$ cat config.mk
export PLATFORM = sky130hd
export DESIGN_NAME = elevator_request_scheduler
export DESIGN_NICKNAME = d
export VERILOG_FILES = /design/src/rtl/elevator_request_scheduler.sv
export SDC_FILE = /design/constraint.sdc
export NUM_CORES = 1
export LEC_CHECK = 0
export BUFFER_PORTS_ARGS = -buffer_cell sky130_fd_sc_hd__buf_2
export CORE_MARGIN = 4
export CORE_UTILIZATION = 30
export DETAILED_ROUTE_END_ITERATION = 6
export HOLD_SLACK_MARGIN = 0.05
export PLACE_DENSITY = 0.53
export REMOVE_ABC_BUFFERS = 1
export SETUP_SLACK_MARGIN = 0.1
export SLEW_MARGIN = 20
export SYNTH_ARGS = -nofsm -noshare
export SYNTH_HDL_FRONTEND = slang
export SYNTH_SLANG_ARGS = --single-unit
$ cat constraint.sdc
create_clock -name clk -period 2.8 [get_ports clk]
set_input_delay 0.14 -clock clk [delete_from_list [all_inputs] [get_ports clk]]
set_output_delay 0.14 -clock clk [all_outputs]
set_load 0.01 [all_outputs]
$ cat src/rtl/elevator_request_scheduler.sv
// ---------------------------------------------------------------------------
// elevator_request_scheduler
//
// Request scheduler and motion sequencer for a 3-floor elevator.
//
// Responsibilities:
//   - Latches button presses as pending requests.
//   - Picks a travel direction and keeps it while requests remain ahead of
//     the car, so floors are served in sweep order.
//   - Times travel between floors and the door dwell.
//   - Honours the emergency (SOS) and weight-limit inputs.
//
// Ports:
//   clk                   : divided system clock, all logic on rising edge
//   rst_n                 : synchronous reset, active-low
//   button_n[2:0]         : raw floor buttons, active-low; a press is a
//                           1->0 transition (bit0 = floor1 .. bit2 = floor3)
//   sos_mode              : emergency level, 1 = halt and freeze
//   weight_limit_exceeded : level, 1 = door must not close
//   led[2:0]              : pending-request indicators, one per floor
//   floor[2:0]            : one-hot current car position
//   door                  : 1 = door open
//   moving                : 1 = car travelling
//   dir_up                : current sweep direction, 1 = up
//
// Internal state is held in 'state' (state_t) for observation by checkers.
// ---------------------------------------------------------------------------
module elevator_request_scheduler #(
  parameter int MOVE_TICKS = 4,
  parameter int DOOR_TICKS = 6
) (
  input  logic       clk,
  input  logic       rst_n,
  input  logic [2:0] button_n,
  input  logic       sos_mode,
  input  logic       weight_limit_exceeded,
  output logic [2:0] led,
  output logic [2:0] floor,
  output logic       door,
  output logic       moving,
  output logic       dir_up
);

  localparam int MAX_TICKS = (MOVE_TICKS > DOOR_TICKS) ? MOVE_TICKS : DOOR_TICKS;
  localparam int CW        = $clog2(MAX_TICKS) + 1;

  localparam logic [CW-1:0] MOVE_LAST = CW'(MOVE_TICKS - 1);
  localparam logic [CW-1:0] DOOR_LAST = CW'(DOOR_TICKS - 1);
  localparam logic [CW-1:0] ONE       = CW'(1);

  typedef enum logic [1:0] {
    IDLE      = 2'd0,
    MOVE      = 2'd1,
    DOOR_OPEN = 2'd2,
    SOS       = 2'd3
  } state_t;

  state_t        state;
  logic [2:0]    hist;
  logic [CW-1:0] counter;

  logic [2:0] press;        // falling edges on button_n this cycle
  logic [2:0] here_press;   // presses for the floor the car is at
  logic [2:0] other_press;  // presses for any other floor
  logic [2:0] above;        // floors strictly above the car
  logic [2:0] below;        // floors strictly below the car
  logic       ahead;        // a request lies ahead in the current direction
  logic       shift_ok;     // one more floor exists in the current direction
  logic [2:0] next_floor;   // floor after one step in the current direction
  logic       serve_here;   // IDLE should open the door at this floor

  always_comb begin
    press       = hist & ~button_n;
    here_press  = press & floor;
    other_press = press & ~floor;

    above = {floor[1] | floor[0], floor[0], 1'b0};
    below = {1'b0, floor[2], floor[2] | floor[1]};
    ahead = dir_up ? |(led & above) : |(led & below);

    if (dir_up) begin
      shift_ok   = ~floor[2];
      next_floor = {floor[1:0], 1'b0};
    end else begin
      shift_ok   = ~floor[0];
      next_floor = {1'b0, floor[2:1]};
    end

    serve_here = (|here_press) | (|(led & floor));
  end

  always_ff @(posedge clk) begin
    if (!rst_n) begin
      state   <= IDLE;
      hist    <= 3'b111;
      counter <= '0;
      led     <= 3'b000;
      floor   <= 3'b001;
      door    <= 1'b0;
      moving  <= 1'b0;
      dir_up  <= 1'b1;
    end else begin
      // History always follows the buttons, even while presses are ignored.
      hist <= button_n;

      if (sos_mode) begin
        // Freeze: floor holds, any partial move is thrown away.
        state   <= SOS;
        counter <= '0;
        led     <= 3'b000;
        door    <= 1'b0;
        moving  <= 1'b0;
      end else begin
        case (state)
          IDLE: begin
            if (serve_here) begin
              state   <= DOOR_OPEN;
              door    <= 1'b1;
              counter <= '0;
              led     <= (led | other_press) & ~floor;
            end else if (|led) begin
              if (!ahead) dir_up <= ~dir_up;
              state   <= MOVE;
              moving  <= 1'b1;
              counter <= '0;
              led     <= led | other_press;
            end else begin
              led <= led | other_press;
            end
          end

          MOVE: begin
            // While travelling, a press for the floor being left is a real
            // request for later service, so every press is latched.
            if (counter == MOVE_LAST) begin
              counter <= '0;
              if (shift_ok) begin
                floor <= next_floor;
                if (|(led & next_floor)) begin
                  state  <= DOOR_OPEN;
                  door   <= 1'b1;
                  moving <= 1'b0;
                  led    <= (led | press) & ~next_floor;
                end else begin
                  led <= led | press;
                end
              end else begin
                // Defensive: never leave the shaft, turn around instead.
                dir_up <= ~dir_up;
                led    <= led | press;
              end
            end else begin
              counter <= counter + ONE;
              led     <= led | press;
            end
          end

          DOOR_OPEN: begin
            led <= led | other_press;
            if ((|here_press) || weight_limit_exceeded) begin
              counter <= '0;
            end else if (counter == DOOR_LAST) begin
              state   <= IDLE;
              door    <= 1'b0;
              counter <= '0;
            end else begin
              counter <= counter + ONE;
            end
          end

          SOS: begin
            state <= IDLE;
          end

          default: begin
            state <= IDLE;
          end
        endcase
      end
    end
  end

endmodule

Yosys cells after proc, flatten, opt, wreduce, memory -nomap -nowiden --
Cells that the tools add are included.
Word-level totals: bits in registers 18, input bits 7, output and inout bits 9
Operators by class: add/subtract/negate cells 1, equal/unequal tests 22, mux-type cells 42, bitwise gates (word level) 22, reduce and logical (&&, ||, !) cells 17
Operators by type and width (number):
- $and A3 B3 Y3 | 8
- $mux W4 | 5
- $ne A2 B2 Y1 const B | 10
- $mux W1 | 18
- $ne A3 B3 Y1 const B | 6
- $reduce_or A3 Y1 | 6
- $mux W2 | 8
- $mux W3 | 5
- $reduce_and A7 Y1 | 2
- $pmux W4 S3 | 1
- $reduce_and A6 Y1 | 2
- $not A3 Y3 | 3
- $pmux W3 S3 | 1
- $pmux W2 S4 | 1
- $or A3 B3 Y3 | 2
- $not A1 Y1 | 5
- $add A4 B1 Y4 const B | 1
- $eq A2 B2 Y1 const B | 2
- $eq A4 B2 Y1 const B | 1
- $eq A4 B3 Y1 const B | 1
- $ne A4 B4 Y1 const B | 1
- $pmux W1 S2 | 2
- $reduce_and A4 Y1 | 1
- $and A3 B2 Y3 | 1
- other kinds (9) | 11

Longest topological paths before layout --
Gate-level depths: netlist of run 1.
word-level depth 8, gate-level depth with buffers 8, gate-level depth less buffers 7

Worst setup path before layout of run 1 --
Ideal clock, no wire load.
path type reg-to-reg, start register state[0], end register door, setup time 0.123 ns, data arrival time 1.788 ns, required time 2.677 ns, slack 0.889 ns, stages on the path, launching flop included 8, cells stage by stage dfxtp_1 > inv_1 > ha_1 > nor4b_1 > nor3_1 > a221o_1 > a211oi_2 > mux2_1
On the way: longest elaborated chain between the ends 3, elaborated cells between the ends (all ways) 12
Ends and longest elaborated chain:
- from (decl) | line 58 | state_t state;
- from (signal assigned) | line 94 | state <= IDLE;
- from (signal assigned) | line 108 | state <= SOS;
- from (signal assigned) | line 117 | state <= DOOR_OPEN;
- $eq A2 B2 Y1 (tied with other cells) | line 114 | case (state)
- $ne A2 B2 Y1 (no line) / $reduce_bool A3 Y1 (equally long branches)
- $reduce_and A7 Y1 (no line)
- to (signal assigned) | line 111 | door <= 1'b0;
- to (signal assigned) | line 118 | door <= 1'b1;
- to (signal assigned) | line 141 | door <= 1'b1;
- to (decl) | line 39 | output logic door,
Several ways; a longest one is shown, not always the timed one. A chain may end at the register's enable or synchronous reset.

Worst setup path after layout of run 1 --
start register state[1], end register door
The elaborated chain is that of the path after synthesis.

==> qor.csv, run 1 <==
stage,metric,value,unit
critical_path,crit-path max cell delay,0.38,ns
clocking,TritonCTS clock tree,done,
synth,synth unique cells,48,
grt,largest net degree at the start of global routing,16,
place,HPWL Detailed,2280,um
synth,cell taking the most area after synthesis,dfxtp_1,
grt,GRT Total Usage,12.6,%
synth,Synth Area in Adders,6.64,%
synth,Post-Synth Simple-Gate Area,29.7,%
synth,warnings from Yosys,0,
clocking,setup bufs post-CTS,0,
synth,combinational family with the most area after synthesis,simple AND/OR/NAND/NOR gates,
detailed_routing,DRT Pass-1 Iters,5,
synth,xor/xnor cell area share of the yosys netlist,0,%
critical_path,"Slowest-stage cell, CP",dfxtp_1,
timing,Worst Hold Margin,0.0855,ns
clocking,cts bufs inserted,3,
timing,final setup fails,0,
detailed_routing,initial DRC count,53,
min_path,Hold Path End,hist[2],
synth,compound-gate portion of the synthesized area,22.0,%
finish,final core occ,34.5,%
floorplan,die area,0.00552,mm2
pwr,Switching Share,41.6,%
timing,Least-Margin Pin Slew,0.505,ns
floorplan,Die W,74.3,um
critical_path,R2R Path Start,state[1],
timing,RSZ-0062 raised after global routing,no,
critical_path,Worst R2R Path Depth,7,
synth,sequential share of the synthesized area,27.3,%
finish,Layout area overhead,7.59,%
clocking,insertion delay to the later sink of the worst-skew pair,0.26,ns
detailed_routing,DR vias,1176,
pwr,Internal Pwr Total,0.572,mW
grt,total gr overflow,0,
min_path,Hold Path Depth,3,
detailed_routing,Total Wirelength,3120,um
clocking,H-tree depth,1,
synth,multiplexer area fraction after synthesis,6.36,%
critical_path,critical path class,reg -> reg,
timing,final hold violations,0,
critical_path,"reg-to-reg slack, setup",0.63,ns
finish,Layout Cells excl Fill,218,
clocking,Post-CTS Hold Fix Bufs,0,
finish,"commonest cells after routing, fill and taps aside","dfxtp_1, buf_2, a21oi_1",
finish,final net count,184,
place,cell count after placement,215,
synth,number of synthesized register bits,18,
place,IO buf count,15,
clocking,# clock sinks,18,
floorplan,Cell Rows,23,
clocking,clock root cell,clkbuf_8,
floorplan,# IOs,16,
detailed_routing,routed vias/inst,5.39,
synth,share of the synthesized area in the top cell type,27.3,%
min_path,Hold WC Path Type,in -> reg,
synth,asr flop ratio synth,0,%
detailed_routing,wire length per cell,14.3,um
timing,Clock Skews,0.00634,ns
finish,layout cells sized above 1,16.1,%
finish,"most common cell after layout, fill and taps aside",dfxtp_1,
status,status,"finished, final reports clean",
critical_path,CP Launch Type,flop,
synth,Most used DFF post-synth,dfxtp_1,
pwr,Reg power frac,33.0,%
pwr,switching power total,0.408,mW
clocking,Worst-path clk slew,0.07,ns
min_path,Hold Crit Start,button_n[2],
synth,Mapped Cells,160,
grt,first-pass GRT wire length,5440,um
place,RD Place Congestion,0.846,
pwr,Logic pwr share,47.7,%
pwr,clock network fraction of design power,19.3,%
detailed_routing,Final ANT Viol Nets,0,
floorplan,core area,0.00412,mm2
critical_path,nature of the critical path endpoint,flop,
grt,number of global-route vias before repair,1127,
timing,setup TNS,0,ns
critical_path,worst-path cell chain,inv_1 > ha_1 > nor4bb_1 > nor3_1 > a221o_1 > a211oi_2 > mux2_1,
timing,period utilisation layout,77.5,%
critical_path,Crit Reg-Reg Endpoint,door,
timing,Period minus WS final,2.17,ns
timing,Slew HR,66.3,%
critical_path,CP max FO,12,
critical_path,Critical Path AT,2.31,ns
floorplan,Vert. Die Dim,74.3,um
timing,fin. max-slew vios,0,
pwr,final total power,0.980,mW
timing,highest clock rate,461,MHz
synth,area of the mapped netlist,0.00132,mm2
synth,syn_area_per_cell,8.24,um2
pwr,power density over the cells,691,mW/mm2
run,Max-Cap Viols,0,
floorplan,Starting Density,32.0,%
clocking,Post-CTS Resized,0,
pwr,Worst VDD drop,474,uV
finish,# diodes,0,
detailed_routing,Remaining DRCs,0,
critical_path,CP startpoint,state[1],
critical_path,Worst EP required,2.94,ns
grt,initial antenna violation count,0,
synth,number of synthesized flops with an enable pin,0,
pwr,LEAKAGE,0.525,nW
clocking,Clock Path Buffers,2,
synth,synth top area cells,"dfxtp_1, ha_1, a21oi_1",
## cells by family (layout without fill, tap and decap cells)
group	count (synthesis)	count (layout)
DFF	18	18
AOI/OAI and AO/OA	45	45
and+or+nand+nor	65	65
buffers and inverters	17	25
adders and majority gates	7	7
muxes	8	8
## worst max-delay path by stage
stage                     slack [ns]   end  cells after the start
after floorplan                 0.84  door                      7
after global placement          0.73  door                      7
after detailed placement        0.64  door                      7
after CTS                       0.62  door                      7
after global routing            0.47  door                      7
final                           0.63  door                      7
## routing by layer
| metal | GRT usage [%] | wire length, um | up-vias |
|---|---|---|---|
| li1 | - | - | 599 |
| met1 | 17.7 | 1510 | 547 |
| met2 | 19.1 | 1440 | 26 |
| met3 | 1.89 | 129 | 4 |
| met4 | 5.53 | 45 | 0 |
| met5 | 0 | 0 | - |
## state kept, by name (all words and copies together) (netlist names)
signal,cells
state,2
floor,3
moving,1
led,3
dir_up,1
door,1
hist,3
counter,4
## cells in the mapped netlist (all sizes together) (2+ instances only)
cell and n:
nor2b 2, nor2 13, a221o 2, ha 7, a31oi 4, nand4b 3, o21ai 11, a21oi 14
a22oi 2, inv 7, nand3b 6, nor3 3, a22o 2, nand2b 5, nand3 7, dfxtp 18
nand2 12, mux2i 5, clkbuf 2, buf 8, nor3b 3, mux2 3
## metrics by stage
stage | cell area (um2) | setup slack (ns)
after floorplan | 1240 | 0.841
after global placement | 1380 | 0.727
after detailed placement | 1380 | 0.638
after CTS | 1420 | 0.619
after global routing | 1420 | 0.474
final | 1420 | 0.630
## cell type report
cell class	count	area, um2
inverter	7	26.3
fill	427	2700
sequential	18	360
clock buffer	3	41.3
multi-input combinational	125	853
tap	50	62.6
timing repair buffer	15	75.1
## critical path: cells and delay by family (launching register included)
| family | cells | cell delay (ns) |
|---|---|---|
| AO/OA/AOI/OAI | 2 | 0.51 |
| flip-flops | 1 | 0.38 |
| AND/OR/NAND/NOR | 2 | 0.39 |
| adder cells (fa/ha/maj) | 1 | 0.33 |
| multiplexers | 1 | 0.34 |
| buffers and inverters | 1 | 0.10 |
## power by group through the flow
stage	clock network (mW)	registers, mW	logic (mW)
final	0.189	0.323	0.468
after global routing	0.205	0.329	0.529
after CTS	0.193	0.322	0.467
after detailed placement	0	0.328	0.461
after global placement	0	0.325	0.458
after floorplan	0	0.324	0.356
Power figures use the tool's default switching activity.
==> inputs of run 2 (changes only) <==
- ABC_AREA: default -> 1
- PLACE_DENSITY: 0.53 -> 0.54
- clock period: 2.8 -> 1.83 ns (I/O delays scaled with it)
==> qor.csv, run 2 <==
stage,metric,value,unit,change
finish,# diodes,0,,unchanged
min_path,Hold WC Path Type,in -> reg,,unchanged
timing,final hold violations,0,,unchanged
finish,layout cells sized above 1,24.6,%,was 16.1%
detailed_routing,wire length per cell,12.4,um,was 14.3 um
timing,fin. max-slew vios,0,,unchanged
floorplan,Cell Rows,24,,was 23
synth,area of the mapped netlist,0.00137,mm2,was 0.00132 mm2
finish,Largest Register,counter,,unchanged
detailed_routing,Final ANT Viol Nets,0,,unchanged
detailed_routing,initial DRC count,162,,was 53
floorplan,Starting Density,31.1,%,was 32.0%
critical_path,CP Launch Type,flop,,unchanged
finish,number of flip-flops under the largest register name,4,,unchanged
grt,number of global-route vias before repair,1227,,was 1127
status,status,"finished, final reports clean",,unchanged
pwr,Reg power frac,33.8,%,was 33.0%
timing,Slew HR,70.7,%,was 66.3%
detailed_routing,DR vias,1330,,was 1176
synth,Most used DFF post-synth,dfxtp_1,,unchanged
critical_path,"reg-to-reg slack, setup",0.26,ns,was 0.63 ns
detailed_routing,routed vias/inst,4.75,,was 5.39
critical_path,CP max FO,4,,was 12
synth,warnings from Yosys,0,,unchanged
synth,synth unique cells,29,,was 48
pwr,Internal Pwr Total,0.821,mW,was 0.572 mW
finish,"commonest cells after routing, fill and taps aside","nand2_1, inv_1, dfxtp_1",,"was dfxtp_1, buf_2, a21oi_1"
critical_path,Critical Path AT,1.73,ns,was 2.31 ns
pwr,LEAKAGE,0.793,nW,was 0.525 nW
timing,RSZ-0062 raised after global routing,no,,unchanged
grt,first-pass GRT wire length,5920,um,was 5440 um
synth,number of synthesized flops with an enable pin,0,,unchanged
timing,period utilisation layout,85.7,%,was 77.5%
pwr,switching power total,0.543,mW,was 0.408 mW
place,RD Place Congestion,0.851,,was 0.846
place,pre-CTS setup slack,0.203,ns,was 0.638 ns
critical_path,crit-path most repeated cell,inv_1,,
floorplan,# IOs,16,,unchanged
finish,final core occ,35.9,%,was 34.5%
critical_path,worst-path cell chain,inv_1 > ha_1 > inv_1 > or2_2 > o22ai_1 > nand3_1 > nand2_1 > nor2_1,,was inv_1 > ha_1 > nor4bb_1 > nor3_1 > a221o_1 > a211oi_2 > mux2_1
grt,GRT Total Usage,13.7,%,was 12.6%
clocking,TritonCTS clock tree,done,,unchanged
pwr,power density over the cells,867,mW/mm2,was 691 mW/mm2
timing,highest clock rate,638,MHz,was 461 MHz
timing,final worst-path setup slack,0.262,ns,was 0.630 ns
clocking,H-tree depth,1,,unchanged
finish,"most common cell after layout, fill and taps aside",nand2_1,,was dfxtp_1
synth,asr flop ratio synth,0,%,unchanged
timing,final setup fails,0,,unchanged
critical_path,CP top delay family,simple AND/OR/NAND/NOR gates,,was compound AO/OA/AOI/OAI gates
floorplan,Vert. Die Dim,75.5,um,was 74.3 um
critical_path,"Slowest-stage cell, CP",dfxtp_1,,unchanged
clocking,clock root cell,clkbuf_8,,unchanged
pwr,Worst VDD drop,412,uV,was 474 uV
detailed_routing,Total Wirelength,3470,um,was 3120 um
place,IO buf count,15,,unchanged
synth,Mapped Cells,208,,was 160
timing,setup TNS,0,ns,unchanged
synth,commonest cells in the netlist,"nand2_1, inv_1, dfxtp_1",,"was dfxtp_1, a21oi_1, nor2_1"
detailed_routing,Remaining DRCs,0,,unchanged
pwr,Switching Share,39.8,%,was 41.6%
finish,final net count,243,,was 184
critical_path,critical path class,reg -> reg,,unchanged
clocking,insertion delay to the later sink of the worst-skew pair,0.26,ns,about the same
timing,Clock Skews,0.00310,ns,was 0.00634 ns
critical_path,nature of the critical path endpoint,flop,,unchanged
synth,number of synthesized register bits,18,,unchanged
grt,largest net degree at the start of global routing,13,,was 16
synth,synth top area cells,"dfxtp_1, nand2_1, inv_1",,"was dfxtp_1, ha_1, a21oi_1"
grt,total gr overflow,0,,unchanged
pwr,final total power,1.36,mW,was 0.980 mW
finish,FF+latch area,360,um2,unchanged
grt,initial antenna violation count,0,,unchanged
finish,Filler cells,506,,was 427
floorplan,core area,0.00438,mm2,was 0.00412 mm2
clocking,cts bufs inserted,3,,unchanged
finish,area of the multi-input gates,842,um2,was 853 um2
timing,Least-Margin Pin Slew,0.439,ns,was 0.505 ns
clocking,Worst-path clk slew,0.08,ns,was 0.07 ns
critical_path,Worst EP required,1.99,ns,was 2.94 ns
clocking,setup bufs post-CTS,0,,unchanged
timing,Worst Hold Margin,0.0856,ns,was 0.0855 ns
run,Max-Cap Viols,0,,unchanged
synth,share of the synthesized area in the top cell type,26.4,%,was 27.3%
min_path,Hold Path Depth,2,,was 3
clocking,Clock Path Buffers,2,,unchanged
synth,cell taking the most area after synthesis,dfxtp_1,,unchanged
detailed_routing,DRT Pass-1 Iters,4,,was 5
pwr,clock network fraction of design power,25.4,%,was 19.3%
place,HPWL Detailed,2690,um,was 2280 um
synth,sequential share of the synthesized area,26.4,%,was 27.3%
critical_path,critical path depth,8,,was 7
critical_path,CP Buf/Inv Count,2,,was 1
synth,"count leader, synth",nand2_1,,was dfxtp_1
clocking,# clock sinks,18,,unchanged
critical_path,Worst R2R Path Depth,8,,was 7
floorplan,Die W,75.5,um,was 74.3 um
timing,Period minus WS final,1.57,ns,was 2.17 ns
synth,syn_area_per_cell,6.56,um2,was 8.24 um2
floorplan,die area,0.00569,mm2,was 0.00552 mm2
pwr,Logic pwr share,40.7,%,was 47.7%
critical_path,crit-path max cell delay,0.38,ns,about the same
finish,Layout area overhead,15.2,%,was 7.59%
-- run 2: changes by cell type after synthesis, sizes merged, moves of 4 or more --
cell	change
buf	-5
inv	+28
mux2i	-5
nand2	+45
nand2b	-5
nand3	+17
nand3b	-4
nand4	+4
nor2	+5
-- run 2: area by class of cell --
cell class              count  share of cell area [%]
multi-input cells         151                    53.5
flip-flops and latches     18                    22.9
inverters                  36                    8.75
repair buffers             19                    7.16
well taps                  52                    4.14
clock buffers               4                    3.50
-- run 2: path summary, 6_finish.rpt --
kind | to | startpoint
min | hist[2] | rst_n
max reg2reg | led[1] | state[0]
max | led[1] | state[0]
min reg2reg | moving | moving
-- run 2: metrics by stage --
stage          std cells  area, um2
2_1_floorplan        205       1340
4_1_cts              280       1570
6_report             280       1570
3_3_place_gp         273       1490
3_5_place_dp         273       1490
5_1_grt              280       1570
-- run 2: cells by family (layout without fill, tap and decap cells) --
group | Yosys count | after routing | share of synthesized area, %
adders and majority gates | 7 | 7 | 6.42
and+or+nand+nor | 110 | 110 | 41.1
buffers and inverters | 39 | 59 | 12.1
DFF | 18 | 18 | 26.4
AOI/OAI and AO/OA | 33 | 33 | 13.4
xor gates and xnor gates | 1 | 1 | 0.642
-- run 2: power by group through the flow --
stage                     Combinational (mW)  Sequential [mW]  Clock, mW
after floorplan                        0.422            0.470          0
after global placement                 0.550            0.472          0
after detailed placement               0.545            0.471          0
after CTS                              0.554            0.462      0.362
after global routing                   0.635            0.466      0.373
final                                  0.556            0.462      0.347
-- run 2: repair_timing --
| item | CTS | global route |
|---|---|---|
| endpoints found under the hold margin | 3 | 0 |
| resized for setup | 0 | 1 |
| hold buffers | 3 | 0 |
| setup endpoints to repair | 0 | 8 |
-- run 2: routing by layer --
layer  wire, um  share of wire, %  GRT usage [%]  vias to the layer above
met1       1720                50           19.2                      596
met3        152               4.4           2.37                        5
met2       1540                44           21.4                       22
met5          0                 0              0                        -
met4         60               1.7           4.66                        0
li1           -                 -              -                      707
-- run 2: worst reg2reg max path: stages, from the launching register on --
cell,delay [ns]
dfxtp_1,0.38
inv_1,0.09
ha_1,0.30
inv_1,0.08
or2_2,0.30
o22ai_1,0.12
nand3_1,0.10
nand2_1,0.06
nor2_1,0.03
==> inputs of run 3 (changes only) <==
- PLACE_DENSITY: 0.54 -> 0.55
==> qor.csv, run 3 (synthesis results as in run 2) <==
stage,metric,value,unit,change
status,status,"finished, final reports clean",,unchanged
critical_path,Crit Reg-Reg Endpoint,led[1],,unchanged
detailed_routing,Highest Signal Layer,met4,,unchanged
critical_path,CP max FO,4,,unchanged
pwr,Worst VDD drop,345,uV,was 412 uV
timing,Period minus WS final,1.56,ns,was 1.57 ns
timing,Clock Skews,0.00189,ns,was 0.00310 ns
timing,period utilisation layout,85.4,%,was 85.7%
pwr,clock network fraction of design power,24.9,%,was 25.4%
detailed_routing,Remaining DRCs,0,,unchanged
finish,"commonest cells after routing, fill and taps aside","nand2_1, inv_1, dfxtp_1",,unchanged
timing,final setup fails,0,,unchanged
place,cell count after placement,273,,unchanged
timing,fin. max-slew vios,0,,unchanged
place,pre-CTS setup slack,0.217,ns,was 0.203 ns
timing,Slew HR,71.2,%,was 70.7%
clocking,cts bufs inserted,3,,unchanged
detailed_routing,Total Wirelength,3400,um,was 3470 um
critical_path,CP startpoint,state[0],,unchanged
critical_path,critical path class,reg -> reg,,unchanged
finish,"most common cell after layout, fill and taps aside",nand2_1,,unchanged
detailed_routing,Routed met3 length,105,um,was 152 um
clocking,clock root cell,clkbuf_8,,unchanged
min_path,Hold Crit Start,rst_n,,unchanged
critical_path,R2R Path Start,state[0],,unchanged
finish,final net count,243,,unchanged
finish,Layout area overhead,15.2,%,unchanged
floorplan,# IOs,16,,unchanged
critical_path,CP top delay family,simple AND/OR/NAND/NOR gates,,unchanged
pwr,switching power total,0.532,mW,was 0.543 mW
pwr,Logic pwr share,40.8,%,was 40.7%
critical_path,Worst EP required,1.98,ns,was 1.99 ns
pwr,Switching Share,39.3,%,was 39.8%
critical_path,CP Buf/Inv Count,2,,unchanged
critical_path,crit-path most repeated cell,inv_1,,unchanged
critical_path,CP Launch Type,flop,,unchanged
detailed_routing,routed vias/inst,4.68,,was 4.75
clocking,setup bufs post-CTS,0,,unchanged
place,Placed Area,0.00149,mm2,unchanged
critical_path,"reg-to-reg slack, setup",0.27,ns,was 0.26 ns
clocking,Worst-path clk slew,0.07,ns,was 0.08 ns
detailed_routing,DRT Pass-1 Iters,4,,unchanged
critical_path,crit-path max cell delay,0.38,ns,about the same
grt,number of global-route vias before repair,1265,,was 1227
place,HPWL Detailed,2640,um,was 2690 um
finish,Layout Cells excl Fill,280,,unchanged
run,Max-Cap Viols,0,,unchanged
grt,first-pass GRT wire length,5860,um,was 5920 um
floorplan,Starting Density,31.1,%,unchanged
timing,Least-Margin Pin Slew,0.432,ns,was 0.439 ns
floorplan,core area,0.00438,mm2,unchanged
floorplan,Vert. Die Dim,75.5,um,unchanged
timing,final hold violations,0,,unchanged
timing,highest clock rate,640,MHz,was 638 MHz
detailed_routing,initial DRC count,84,,was 162
clocking,H-tree depth,1,,unchanged
detailed_routing,wire length per cell,12.2,um,was 12.4 um
clocking,# clock sinks,18,,unchanged
grt,largest net degree at the start of global routing,13,,unchanged
finish,layout cells sized above 1,24.6,%,unchanged
critical_path,Critical Path AT,1.71,ns,was 1.73 ns
floorplan,Die W,75.5,um,unchanged
place,IO buf count,15,,unchanged
critical_path,Worst R2R Path Depth,8,,unchanged
timing,setup TNS,0,ns,unchanged
clocking,Clock Path Buffers,2,,unchanged
floorplan,Cell Rows,24,,unchanged
detailed_routing,DR vias,1311,,was 1330
pwr,Reg power frac,34.3,%,was 33.8%
critical_path,crit path to,led[1],,unchanged
floorplan,die area,0.00569,mm2,unchanged
pwr,Internal Pwr Total,0.820,mW,was 0.821 mW
finish,Final Instance Area,0.00157,mm2,unchanged
critical_path,critical path depth,8,,unchanged
grt,initial antenna violation count,0,,unchanged
grt,total gr overflow,0,,unchanged
min_path,Hold WC Path Type,in -> reg,,unchanged
finish,Largest Register,counter,,unchanged
detailed_routing,met2 wire length,1500,um,was 1540 um
critical_path,worst-path cell chain,inv_1 > ha_1 > inv_1 > or2_2 > o22ai_1 > nand3_1 > nand2_1 > nor2_1,,unchanged
detailed_routing,DRT met1 WL,1750,um,was 1720 um
grt,GRT Total Usage,13.3,%,was 13.7%
critical_path,nature of the critical path endpoint,flop,,unchanged
finish,number of flip-flops under the largest register name,4,,unchanged
timing,final worst-path setup slack,0.266,ns,was 0.262 ns
place,RD Place Congestion,0.830,,was 0.851
clocking,TritonCTS clock tree,done,,unchanged
pwr,power density over the cells,860,mW/mm2,was 867 mW/mm2
finish,# diodes,0,,unchanged
pwr,LEAKAGE,0.793,nW,unchanged
timing,RSZ-0062 raised after global routing,no,,unchanged
detailed_routing,Final ANT Viol Nets,0,,unchanged
critical_path,"Slowest-stage cell, CP",dfxtp_1,,unchanged
clocking,insertion delay to the later sink of the worst-skew pair,0.26,ns,about the same
[run 3: cell counts in the layout (fill, tap and decap cells not counted)]
Identical to the previous run, type by type.
[run 3: per-layer routing]
layer / vias up / GRT usage [%]
li1: 707 / -
met1: 580 / 18.9
met2: 19 / 21.1
met3: 5 / 1.98
met4: 0 / 3.69
met5: - / 0
[run 3: how the worst min path moves through the flow]
stage,end,depth (start not counted)
2_1_floorplan,hist[2],1
3_3_place_gp,hist[2],3
3_5_place_dp,hist[2],3
4_1_cts,hist[0],2
5_1_grt,hist[0],2
6_report,hist[2],2
[run 3: worst register-to-register path, stage by stage (launching register included)]
cell	delay, ns
dfxtp_1	0.38
inv_1	0.10
ha_1	0.30
inv_1	0.07
or2_2	0.30
o22ai_1	0.11
nand3_1	0.09
nand2_1	0.06
nor2_1	0.03
[run 3: per-stage QoR]
step	hold slack [ns]	power, mW	utilization, %
global placement	0.296	1.02	33.9
floorplan	0.160	0.892	-
detailed placement	0.300	1.01	33.9
global route	0.106	1.47	35.9
CTS	0.0932	1.37	35.8
finish	0.0922	1.35	35.9
[run 3: power by group through the flow]
| stage | sequential, mW | combinational, mW | clock, mW |
|---|---|---|---|
| after floorplan | 0.470 | 0.422 | 0 |
| after global placement | 0.472 | 0.549 | 0 |
| after detailed placement | 0.473 | 0.542 | 0 |
| after CTS | 0.464 | 0.552 | 0.354 |
| after global routing | 0.468 | 0.640 | 0.366 |
| final | 0.463 | 0.552 | 0.337 |
[run 3: final cells by class]
cell class | count | area (um2)
fillers | 510 | 2810
repair buffers | 19 | 113
inverters | 36 | 138
clock buffers | 4 | 55.1
multi-input cells | 151 | 842
flip-flops and latches | 18 | 360
well taps | 52 | 65.1
[run 3: what timing repair did]
action / CTS / global route
gates resized for setup: 0 / 1
hold endpoints to repair: 3 / 0
hold buffers: 3 / 0
endpoints found under the setup margin: 0 / 5
